`src/rtl/lc3_pipe_ctrl.sv`:
```
// LC3 pipeline controller: stage enables, branch resolution, a registered
// data-memory FSM with timeout abort, and operand forwarding selects.
module lc3_pipe_ctrl #(
  parameter int FWD_DEPTH   = 2,
  parameter int MEM_TIMEOUT = 64,
  parameter int SW          = $clog2(FWD_DEPTH + 1)
) (
  input  logic          clk,
  input  logic          rst,
  input  logic [15:0]   ir_dec,
  input  logic [15:0]   ir_exec,
  input  logic          exec_valid,
  input  logic [15:0]   imem_dout,
  input  logic          imem_valid,
  input  logic          dmem_complete,
  input  logic [2:0]    nzp,
  input  logic [2:0]    psr,
  output logic          en_update_pc,
  output logic          en_fetch,
  output logic          en_decode,
  output logic          en_execute,
  output logic          en_writeback,
  output logic          br_taken,
  output logic [SW-1:0] fwd_sel_1,
  output logic [SW-1:0] fwd_sel_2,
  output logic          fwd_mem_1,
  output logic          fwd_mem_2,
  output logic [1:0]    mem_state,
  output logic          mem_error
);

  localparam logic [3:0] OP_BR  = 4'b0000;
  localparam logic [3:0] OP_ADD = 4'b0001;
  localparam logic [3:0] OP_LD  = 4'b0010;
  localparam logic [3:0] OP_ST  = 4'b0011;
  localparam logic [3:0] OP_AND = 4'b0101;
  localparam logic [3:0] OP_LDR = 4'b0110;
  localparam logic [3:0] OP_STR = 4'b0111;
  localparam logic [3:0] OP_NOT = 4'b1001;
  localparam logic [3:0] OP_LDI = 4'b1010;
  localparam logic [3:0] OP_STI = 4'b1011;
  localparam logic [3:0] OP_JMP = 4'b1100;
  localparam logic [3:0] OP_LEA = 4'b1110;

  localparam int HD = (FWD_DEPTH > 1) ? FWD_DEPTH - 1 : 1;
  localparam int CW = ($clog2(MEM_TIMEOUT + 1) > 0) ? $clog2(MEM_TIMEOUT + 1) : 1;
  localparam bit TMO_EN = (MEM_TIMEOUT > 0);
  // The abort is taken in the cycle the count would reach MEM_TIMEOUT.
  localparam logic [CW-1:0] LIMIT = CW'((MEM_TIMEOUT > 0) ? MEM_TIMEOUT - 1 : 0);

  typedef enum logic [1:0] {
    S_READ     = 2'd0,
    S_INDIRECT = 2'd1,
    S_WRITE    = 2'd2,
    S_IDLE     = 2'd3
  } mem_state_t;

  function automatic logic is_alu(input logic [3:0] op);
    return (op == OP_ADD) || (op == OP_AND) || (op == OP_NOT);
  endfunction

  function automatic logic is_load_class(input logic [3:0] op);
    return (op == OP_LD) || (op == OP_LDR) || (op == OP_LDI) || (op == OP_LEA);
  endfunction

  function automatic logic is_mem_load(input logic [3:0] op);
    return (op == OP_LD) || (op == OP_LDR) || (op == OP_LDI);
  endfunction

  function automatic logic is_store(input logic [3:0] op);
    return (op == OP_ST) || (op == OP_STR) || (op == OP_STI);
  endfunction

  function automatic logic is_ctrl(input logic [3:0] op);
    return (op == OP_BR) || (op == OP_JMP);
  endfunction

  function automatic logic is_memop(input logic [3:0] op);
    return is_mem_load(op) || is_store(op);
  endfunction

  logic [3:0]    op_dec;
  logic [3:0]    op_exec;
  mem_state_t    state;
  mem_state_t    state_nxt;
  logic [CW-1:0] cnt;
  logic          mem_release;
  logic          ind_store;
  logic          ctrl_pend;
  logic          stall;
  logic          exec_mem;
  logic          timeout;

  logic [HD-1:0] hist_valid;
  logic [HD-1:0] hist_load;
  logic [2:0]    hist_dr [HD];

  logic [FWD_DEPTH-1:0] cand_valid;
  logic [FWD_DEPTH-1:0] cand_load;
  logic [2:0]           cand_dr [FWD_DEPTH];
  logic                 use_1;
  logic                 use_2;
  logic [2:0]           src_1;
  logic [2:0]           src_2;

  logic unused_bits;

  assign op_dec      = ir_dec[15:12];
  assign op_exec     = ir_exec[15:12];
  assign mem_state   = state;
  assign unused_bits = ^{imem_dout[11:0], ir_exec[8:0], ir_dec[4:3]};

  always_ff @(posedge clk) begin
    if (rst) begin
      state       <= S_IDLE;
      cnt         <= '0;
      mem_release <= 1'b0;
      mem_error   <= 1'b0;
      ind_store   <= 1'b0;
    end else begin
      state       <= state_nxt;
      mem_release <= (state != S_IDLE) && (state_nxt == S_IDLE);
      mem_error   <= mem_error | timeout;
      if (state == S_IDLE) begin
        ind_store <= (op_exec == OP_STI);
      end
      if (state_nxt != state) begin
        cnt <= '0;
      end else if ((state != S_IDLE) && (cnt != '1)) begin
        cnt <= cnt + 1'b1;
      end
    end
  end

  always_comb begin
    state_nxt    = state;
    exec_mem     = exec_valid && is_memop(op_exec);
    timeout      = TMO_EN && (state != S_IDLE) && (cnt == LIMIT) && !dmem_complete;
    stall        = 1'b0;
    en_update_pc = 1'b0;
    en_fetch     = 1'b0;
    en_decode    = 1'b0;
    en_execute   = 1'b0;
    en_writeback = 1'b0;
    case (state)
      S_IDLE: begin
        if (exec_mem && !mem_release) begin
          if ((op_exec == OP_LD) || (op_exec == OP_LDR)) begin
            state_nxt = S_READ;
          end else if ((op_exec == OP_LDI) || (op_exec == OP_STI)) begin
            state_nxt = S_INDIRECT;
          end else begin
            state_nxt = S_WRITE;
          end
        end
      end
      S_INDIRECT: begin
        if (dmem_complete) begin
          state_nxt = ind_store ? S_WRITE : S_READ;
        end else if (timeout) begin
          state_nxt = S_IDLE;
        end
      end
      default: begin
        if (dmem_complete || timeout) begin
          state_nxt = S_IDLE;
        end
      end
    endcase
    // The release cycle lets the finished MEMOP retire through the normal rules.
    stall = (state != S_IDLE) || (exec_mem && !mem_release);
    if (!rst && !stall) begin
      en_update_pc = !ctrl_pend;
      en_fetch     = !ctrl_pend;
      en_decode    = 1'b1;
      en_execute   = 1'b1;
      en_writeback = !(is_ctrl(op_exec) || is_store(op_exec));
    end
  end

  always_ff @(posedge clk) begin
    if (rst) begin
      ctrl_pend <= 1'b0;
    end else if (imem_valid && is_ctrl(imem_dout[15:12]) && en_fetch) begin
      ctrl_pend <= 1'b1;
    end else if (exec_valid && is_ctrl(op_exec) && !stall) begin
      ctrl_pend <= 1'b0;
    end
  end

  always_ff @(posedge clk) begin
    if (rst) begin
      br_taken <= 1'b0;
    end else if (en_decode) begin
      if (op_dec == OP_JMP) begin
        br_taken <= 1'b1;
      end else if (op_dec == OP_BR) begin
        br_taken <= |(nzp & psr);
      end else begin
        br_taken <= 1'b0;
      end
    end
  end

  // History entry 0 is the producer that most recently left execute.
  always_ff @(posedge clk) begin
    if (rst) begin
      hist_valid <= '0;
      hist_load  <= '0;
      for (int i = 0; i < HD; i++) begin
        hist_dr[i] <= '0;
      end
    end else if ((FWD_DEPTH > 1) && en_execute && exec_valid) begin
      hist_valid[0] <= is_alu(op_exec) || is_load_class(op_exec);
      hist_load[0]  <= is_mem_load(op_exec);
      hist_dr[0]    <= ir_exec[11:9];
      for (int i = 1; i < HD; i++) begin
        hist_valid[i] <= hist_valid[i-1];
        hist_load[i]  <= hist_load[i-1];
        hist_dr[i]    <= hist_dr[i-1];
      end
    end
  end

  always_comb begin
    use_1 = is_alu(op_dec) || (op_dec == OP_LDR) || (op_dec == OP_STR) || (op_dec == OP_JMP);
    src_1 = ir_dec[8:6];
    use_2 = 1'b0;
    src_2 = ir_dec[2:0];
    if (((op_dec == OP_ADD) || (op_dec == OP_AND)) && !ir_dec[5]) begin
      use_2 = 1'b1;
      src_2 = ir_dec[2:0];
    end else if ((op_dec == OP_ST) || (op_dec == OP_STI) || (op_dec == OP_STR)) begin
      use_2 = 1'b1;
      src_2 = ir_dec[11:9];
    end

    cand_valid[0] = exec_valid && (is_alu(op_exec) || is_load_class(op_exec));
    cand_load[0]  = is_mem_load(op_exec);
    cand_dr[0]    = ir_exec[11:9];
    for (int k = 1; k < FWD_DEPTH; k++) begin
      cand_valid[k] = hist_valid[k-1];
      cand_load[k]  = hist_load[k-1];
      cand_dr[k]    = hist_dr[k-1];
    end

    // Scan oldest to youngest so the youngest match is the one that sticks.
    fwd_sel_1 = '0;
    fwd_sel_2 = '0;
    fwd_mem_1 = 1'b0;
    fwd_mem_2 = 1'b0;
    for (int k = FWD_DEPTH - 1; k >= 0; k--) begin
      if (use_1 && cand_valid[k] && (cand_dr[k] == src_1)) begin
        fwd_sel_1 = SW'(k + 1);
        fwd_mem_1 = cand_load[k];
      end
      if (use_2 && cand_valid[k] && (cand_dr[k] == src_2)) begin
        fwd_sel_2 = SW'(k + 1);
        fwd_mem_2 = cand_load[k];
      end
    end
    if (rst) begin
      fwd_sel_1 = '0;
      fwd_sel_2 = '0;
      fwd_mem_1 = 1'b0;
      fwd_mem_2 = 1'b0;
    end
  end

endmodule

```
`config.mk`:
```
export PLATFORM = sky130hd
export DESIGN_NAME = lc3_pipe_ctrl
export DESIGN_NICKNAME = d
export VERILOG_FILES = /design/src/rtl/lc3_pipe_ctrl.sv
export SDC_FILE = /design/constraint.sdc
export NUM_CORES = 1
export LEC_CHECK = 0
export ABC_AREA = 1
export ABC_CLOCK_PERIOD_IN_PS = 1750
export CAP_MARGIN = 20
export CORE_MARGIN = 2
export CORE_UTILIZATION = 40
export DETAILED_ROUTE_END_ITERATION = 16
export MAX_ROUTING_LAYER = met4
export PLACE_DENSITY = 0.82
export SLEW_MARGIN = 20
export SYNTH_ARGS = -nofsm -noshare
export SYNTH_HDL_FRONTEND = slang
export SYNTH_SLANG_ARGS = --single-unit
```
`constraint.sdc`:
```
create_clock -name clk -period 1.75 [get_ports clk]
set_clock_uncertainty 0.05 [all_clocks]
set_input_delay 0.4375 -clock clk [delete_from_list [all_inputs] [get_ports clk]]
set_output_delay 0.4375 -clock clk [all_outputs]
set_load 0.03 [all_outputs]
```
Yosys cells after proc, flatten, opt, wreduce, memory -nomap -nowiden
Memory sizes are Yosys's and may differ from the RTL's.
Cells that the tools add are included.
- output and inout bits: 15
- memories kept: 1
- register bits after elaboration: 16
- bits in writable memories: 3
- bits in read-only memories: 0
- bits of input ports: 59
- word-level logic and storage cells: 140
- bits in latches: 0
- memory list (memory ; depth ; width ; rd ports ; clocked after Yosys merged registers in ; wr ports ; line ; RTL):
    hist_dr ; 1 ; 3 ; 1 ; 0 ; 1 ; 96 ; logic [2:0] hist_dr [HD];
- equal/unequal tests: 31
- bitwise gates (word level): 2
- divide/modulo/power cells: 0
- shift-type cells: 0
- multiply operators: 0
- $add $sub $neg: 1
- multiplexer cells: 38
- reductions and logical operators: 58
- order comparisons: 0
- operators by type and width (operator ; number):
    == test 4 bit (second input constant) ; 9
    two-way mux 2 bit ; 13
    == test 4 x 3 -> 1 bit (second input constant) ; 6
    logical AND 1 bit ; 22
    logical OR 1 bit ; 22
    two-way mux 1 bit ; 21
    == test 3 bit ; 4
    == test 4 x 2 -> 1 bit (second input constant) ; 3
    zero test 4 bit ; 3
    two-way mux 3 bit ; 3
    == test 4 x 1 -> 1 bit (second input constant) ; 2
    adder 7 x 1 -> 7 bit (second input constant) ; 1
    == test 7 x 6 -> 1 bit (second input constant) ; 1
    zero test 1 bit ; 7
    != test 7 bit (second input constant) ; 1
    OR reduction 3 bit ; 2
    == test 2 bit (second input constant) ; 2
    case mux 2 bit (2 select lines) ; 1
    bitwise AND 3 bit ; 1
    == test 2 x 1 -> 1 bit (second input constant) ; 1
    != test 2 bit ; 1
    != test 2 bit (second input constant) ; 1
    nonzero test 2 bit ; 1
    OR reduction 2 bit ; 1
    bitwise OR 1 bit ; 1

Depth between registers and ports, before layout
- depth after elaboration: 16
- gate-level depth with buffers: 11
- gate-level depth less buffers: 11

Worst setup path before layout
OpenSTA, ideal clock, no wires.
- path type: register to output
- start point: register state[0], in the netlist mem_state[0]
- end point: output port en_writeback
- cell stages (with the launch flop): 5
- slack: -0.487 ns
- arrival time: 1.749 ns
- buffers on the path: 0
- data required time: 1.262 ns
- cells stage by stage: dfxtp_1 nand2_2 nor2_4 nand2_4 a311oi_1
- longest elaborated chain between the ends: 5
- RTL lines (item ; line ; RTL):
    from (decl) ; 84 ; mem_state_t state;
    from (signal assigned) ; 121 ; state <= state_nxt;
    != test 2 bit ; 171 ; stall = (state != S_IDLE) || (exec_mem && !mem_release);
    logical OR 1 bit ; 171 ;
    zero test 1 bit ; 172 ; if (!rst && !stall) begin
    logical AND 1 bit ; 172 ;
    two-way mux 1 bit ; 172 ;
    to (decl) ; 22 ; output logic en_writeback,
Every way passes these cells.

Worst setup path after layout
- start point: input port ir_dec[14]
- end point: output port fwd_mem_2
- longest elaborated chain between the ends: 10
- elaborated cells between the ends (all ways): 22
- classes of those cells: eq/ne (7); mux (7); reduce/logical (8)
- RTL lines (item ; line ; RTL):
    from (decl) ; 10 ; input logic [15:0] ir_dec,
    == test 4 x 2 -> 1 bit / == test 4 bit (equally long branches) ; 233 ; end else if ((op_dec == OP_ST) || (op_dec == OP_STI) || (op_dec == OP_STR)) begin
    logical OR 1 bit (2 in series) ; 233 ;
    two-way mux 3 bit / two-way mux 1 bit (equally long branches) ; 233 ;
    two-way mux 3 bit / two-way mux 1 bit (equally long branches) ; 230 ; if (((op_dec == OP_ADD) || (op_dec == OP_AND)) && !ir_dec[5]) begin
    == test 3 bit / logical AND 1 bit (equally long branches) ; 257 ; if (use_2 && cand_valid[k] && (cand_dr[k] == src_2)) begin
    logical AND 1 bit ; 257 ;
    two-way mux 1 bit ; 257 ;
    two-way mux 1 bit * ; 257 ;
    two-way mux 1 bit * ; 262 ; if (rst) begin
    to (decl) ; 27 ; output logic fwd_mem_2,
Every way passes the cells marked *; elsewhere a longest branch is shown, timed or not.

==> summary.txt <==
Synth
  – FF+latch count, synth: 19
  – Post-synth top area share: 0.218
  – Cell types with the largest area share after synthesis: sky130_fd_sc_hd__dfxtp_1, sky130_fd_sc_hd__nand2_1, sky130_fd_sc_hd__nand3_1
  – Syn Std Cell Area: 1470 um^2
  – Count of warnings emitted by yosys: 0
  – Number of nets produced by synthesis: 287
  – Register area share after synthesis: 0.280
  – Synth unique cells: 32
  – Number of instances in the synthesized netlist: 227
  – Cell taking the most area after synthesis: sky130_fd_sc_hd__dfxtp_1
  – Synthesized area divided by synthesized cell count: 6.46 um^2

Drt
  – Detailed-routing iteration count for the pre-antenna-repair pass: 4
  – Routed wire length: 4610 um
  – DR top layer: met4
  – Residual DRC: 0
  – Number of violations reported at the end of detailed-routing iteration 0: 100
  – Wire length the detailed router placed on met1: 1840 um
  – Vias/cell: 4.87
  – Routed via count: 1771
  – Average wire length per cell after detail routing: 12.7 um
  – Count of nets left with antenna violations after detail routing: 0
  – Wire length on met3: 259 um
  – Met2 Routed Length: 2400 um

Run
  – Max-cap violations: 0

Timing
  – Number of failing hold endpoints at the final stage: 0
  – Least setup slack across all paths after layout: -0.321 ns
  – F_max: 0.483 GHz
  – Setup-violating endpoint count in the final report: 11
  – Shortest period the worst path allows: 2.07 ns
  – Unrepaired setup endpoints after global routing: true
  – Final number of max-transition violations: 0
  – Worst slack on hold paths: 0.407 ns
  – Period Utilization, post-route: 1.18
  – Tightest Pin Transition: 0.314 ns
  – Max transition margin: 0.792

Clocking
  – Clock Tree Root: sky130_fd_sc_hd__clkbuf_4
  – Level count of the clock H-tree: 1
  – CTS tree: yes
  – Total clock buffers created by CTS: 3
  – Later-pin clock latency in the skew report: 0.30 ns
  – Clock-pin slew reported for the worst setup and hold paths after clock tree synthesis: 0.11 ns
  – Number of buffers on the longest clock path: 2
  – Clock sinks: 19
  – Hold bufs inserted after CTS: 0

Worst setup path
  – Endpoint type of the worst setup path: output port
  – WP data required: 1.26 ns
  – Class of the most critical setup path: in -> out
  – Top fanout value on the critical path: 8
  – Worst Path Arrival: 1.58 ns
  – Kind of start point of the critical path: input pin

Floorplanning
  – Starting density of the core: 0.429
  – Placement row count: 21
  – Number of primary I/O pins: 74
  – Standard cell core area: 3420 um^2
  – Die Area: 4170 um^2
  – Die outline height: 64.5 um
  – Chip width: 64.5 um

Global route
  – Remaining global-route overflow: 0
  – Wire length of the first global-routing pass: 7690 um
  – Number of antenna violations at the first check in global routing: 0
  – Largest net degree at the start of global routing: 12
  – Vias in the first global route: 1902
  – Gr usage total: 0.236

Status
  – Run status: complete, but fails checks
  – Violated checks: setup timing

Placement
  – Total half-perimeter wirelength after legalization and detailed placement: 3060 um
  – Placer congestion estimate: 0.818
  – Number of buffers inserted by port buffering: 50
  – Post-placement worst setup slack: -0.780 ns

Pwr
  – Gate power share: 0.443
  – Sequential fraction of design power: 0.379
  – Switching power: 455 uW
  – Total power per unit cell area: 484 nW/um^2
  – Worst vdd rail ir drop: 0.429 mV
  – Static Leak: 1.22 nW
  – Sw frac: 0.355
  – Proportion of power drawn by the clock network: 0.178
  – Internal power component: 826 uW

Layout
  – Area occupied by registers: 420 um^2
  – Count of filler cells inserted in the layout: 224
  – Footprint of the multi-input gates: 1160 um^2
  – Area growth from synthesis to layout: 80.4%
  – Antenna Cells: 0
  – Ratio of cells with drive above 1 in the final layout: 0.475
  – Final-stage net count: 379

Hold path
  – Hold WC Path Type: in -> reg
==> per-layer routing <==
layer,up-vias,track usage
met5,-,-
met4,0,0.104
met3,14,0.0399
met2,67,0.447
met1,786,0.236
li1,904,-
==> Yosys cell counts (all sizes together) <==
master,count
nor3,2
clkinv,1
nand4,3
nand2,57
o21ai,5
buf,3
o211ai,2
edfxtp,3
a21oi,10
and2,1
nand3,32
o21a,1
inv,34
nand3b,3
ha,1
or2,2
xnor2,4
nor2,36
and3,2
a31oi,1
a311oi,1
dfxtp,16
xor2,7
==> final cells by class <==
| cell class | count | area share |
|---|---|---|
| Clock inverter | 1 | 0.00189 |
| Clock buffer | 3 | 0.00851 |
| Sequential cell | 19 | 0.159 |
| Timing Repair Buffer | 90 | 0.317 |
| Tap cell | 46 | 0.0218 |
| Multi-Input combinational cell | 170 | 0.438 |
| Inverter | 35 | 0.0535 |
==> worst max-delay path, stage by stage <==
cell	delay (ns)
sky130_fd_sc_hd__buf_4	0.14
sky130_fd_sc_hd__nand2_8	0.11
sky130_fd_sc_hd__nand2_8	0.09
sky130_fd_sc_hd__nand2_4	0.07
sky130_fd_sc_hd__nand2_2	0.07
sky130_fd_sc_hd__nor2_1	0.19
sky130_fd_sc_hd__nor2_4	0.05
sky130_fd_sc_hd__nand2_2	0.10
sky130_fd_sc_hd__nand3_2	0.09
sky130_fd_sc_hd__nand2_2	0.09
sky130_fd_sc_hd__buf_6	0.13
==> registers in the layout, summed over array words and instances (netlist names) <==
name         count
br_taken         1
cnt              7
ctrl_pend        1
hist_dr          3
hist_load        1
hist_valid       1
ind_store        1
mem_error        1
mem_release      1
mem_state        2
==> cells by family after synthesis <==
kind of cell,synth area share
simple gates,0.455
buf+inv,0.107
compound gates,0.0845
flops,0.280
xor+xnor,0.0657
fa+ha+maj,0.00853
==> timing repair <==
| item | CTS | global route |
|---|---|---|
| pin swaps | 46 | 18 |
| setup endpoints to repair | 28 | 14 |
| gates resized for setup | 150 | 17 |
| setup buffers | 8 | 2 |
==> worst paths after layout <==
path         slack (ns)   startpoint  cells after the start    endpoint
max               -0.32   ir_dec[14]                     11   fwd_mem_2
max reg2reg        0.17       cnt[1]                      8      cnt[2]
min                0.41  ir_exec[13]                      4  hist_valid
min reg2reg        0.43    mem_error                      1   mem_error
==> cells in the final DEF, fill, tap and decap left out, types with 10 or more instances in the layout <==
cell                              Yosys  routed
sky130_fd_sc_hd__buf_6                0      24
sky130_fd_sc_hd__nand3_2              2      11
sky130_fd_sc_hd__buf_4                2      31
sky130_fd_sc_hd__nand2_1             48      31
sky130_fd_sc_hd__dlygate4sd2_1        0      10
sky130_fd_sc_hd__nand2_2              5      16
sky130_fd_sc_hd__dfxtp_1             16      12
sky130_fd_sc_hd__inv_2                2      10
sky130_fd_sc_hd__nor2_1              31      24
sky130_fd_sc_hd__inv_1               32      23
sky130_fd_sc_hd__clkdlybuf4s50_1      0      12
sky130_fd_sc_hd__nand3_1             30      20
==> power by group through the flow <==
stage,combinational (mW),sequential [mW],clock [mW]
after floorplan,0.231,0.504,0
after global placement,0.456,0.492,0
after detailed placement,0.464,0.493,0
after CTS,0.537,0.484,0.230
after global routing,0.610,0.488,0.249
final,0.568,0.485,0.228
==> through the flow <==
step,power [mW],TNS (ns),cell area [um^2],util,cells
finish,1.28,-1.98,2650,0.774,364
global route,1.35,-2.74,2650,0.774,364
CTS,1.25,-1.81,2580,0.756,363
detailed placement,0.957,-13.24,2300,0.672,351
global placement,0.948,-11.96,2300,0.672,351
floorplan,0.735,-0.0896,1560,-,227
Power figures use the tool's default switching activity.
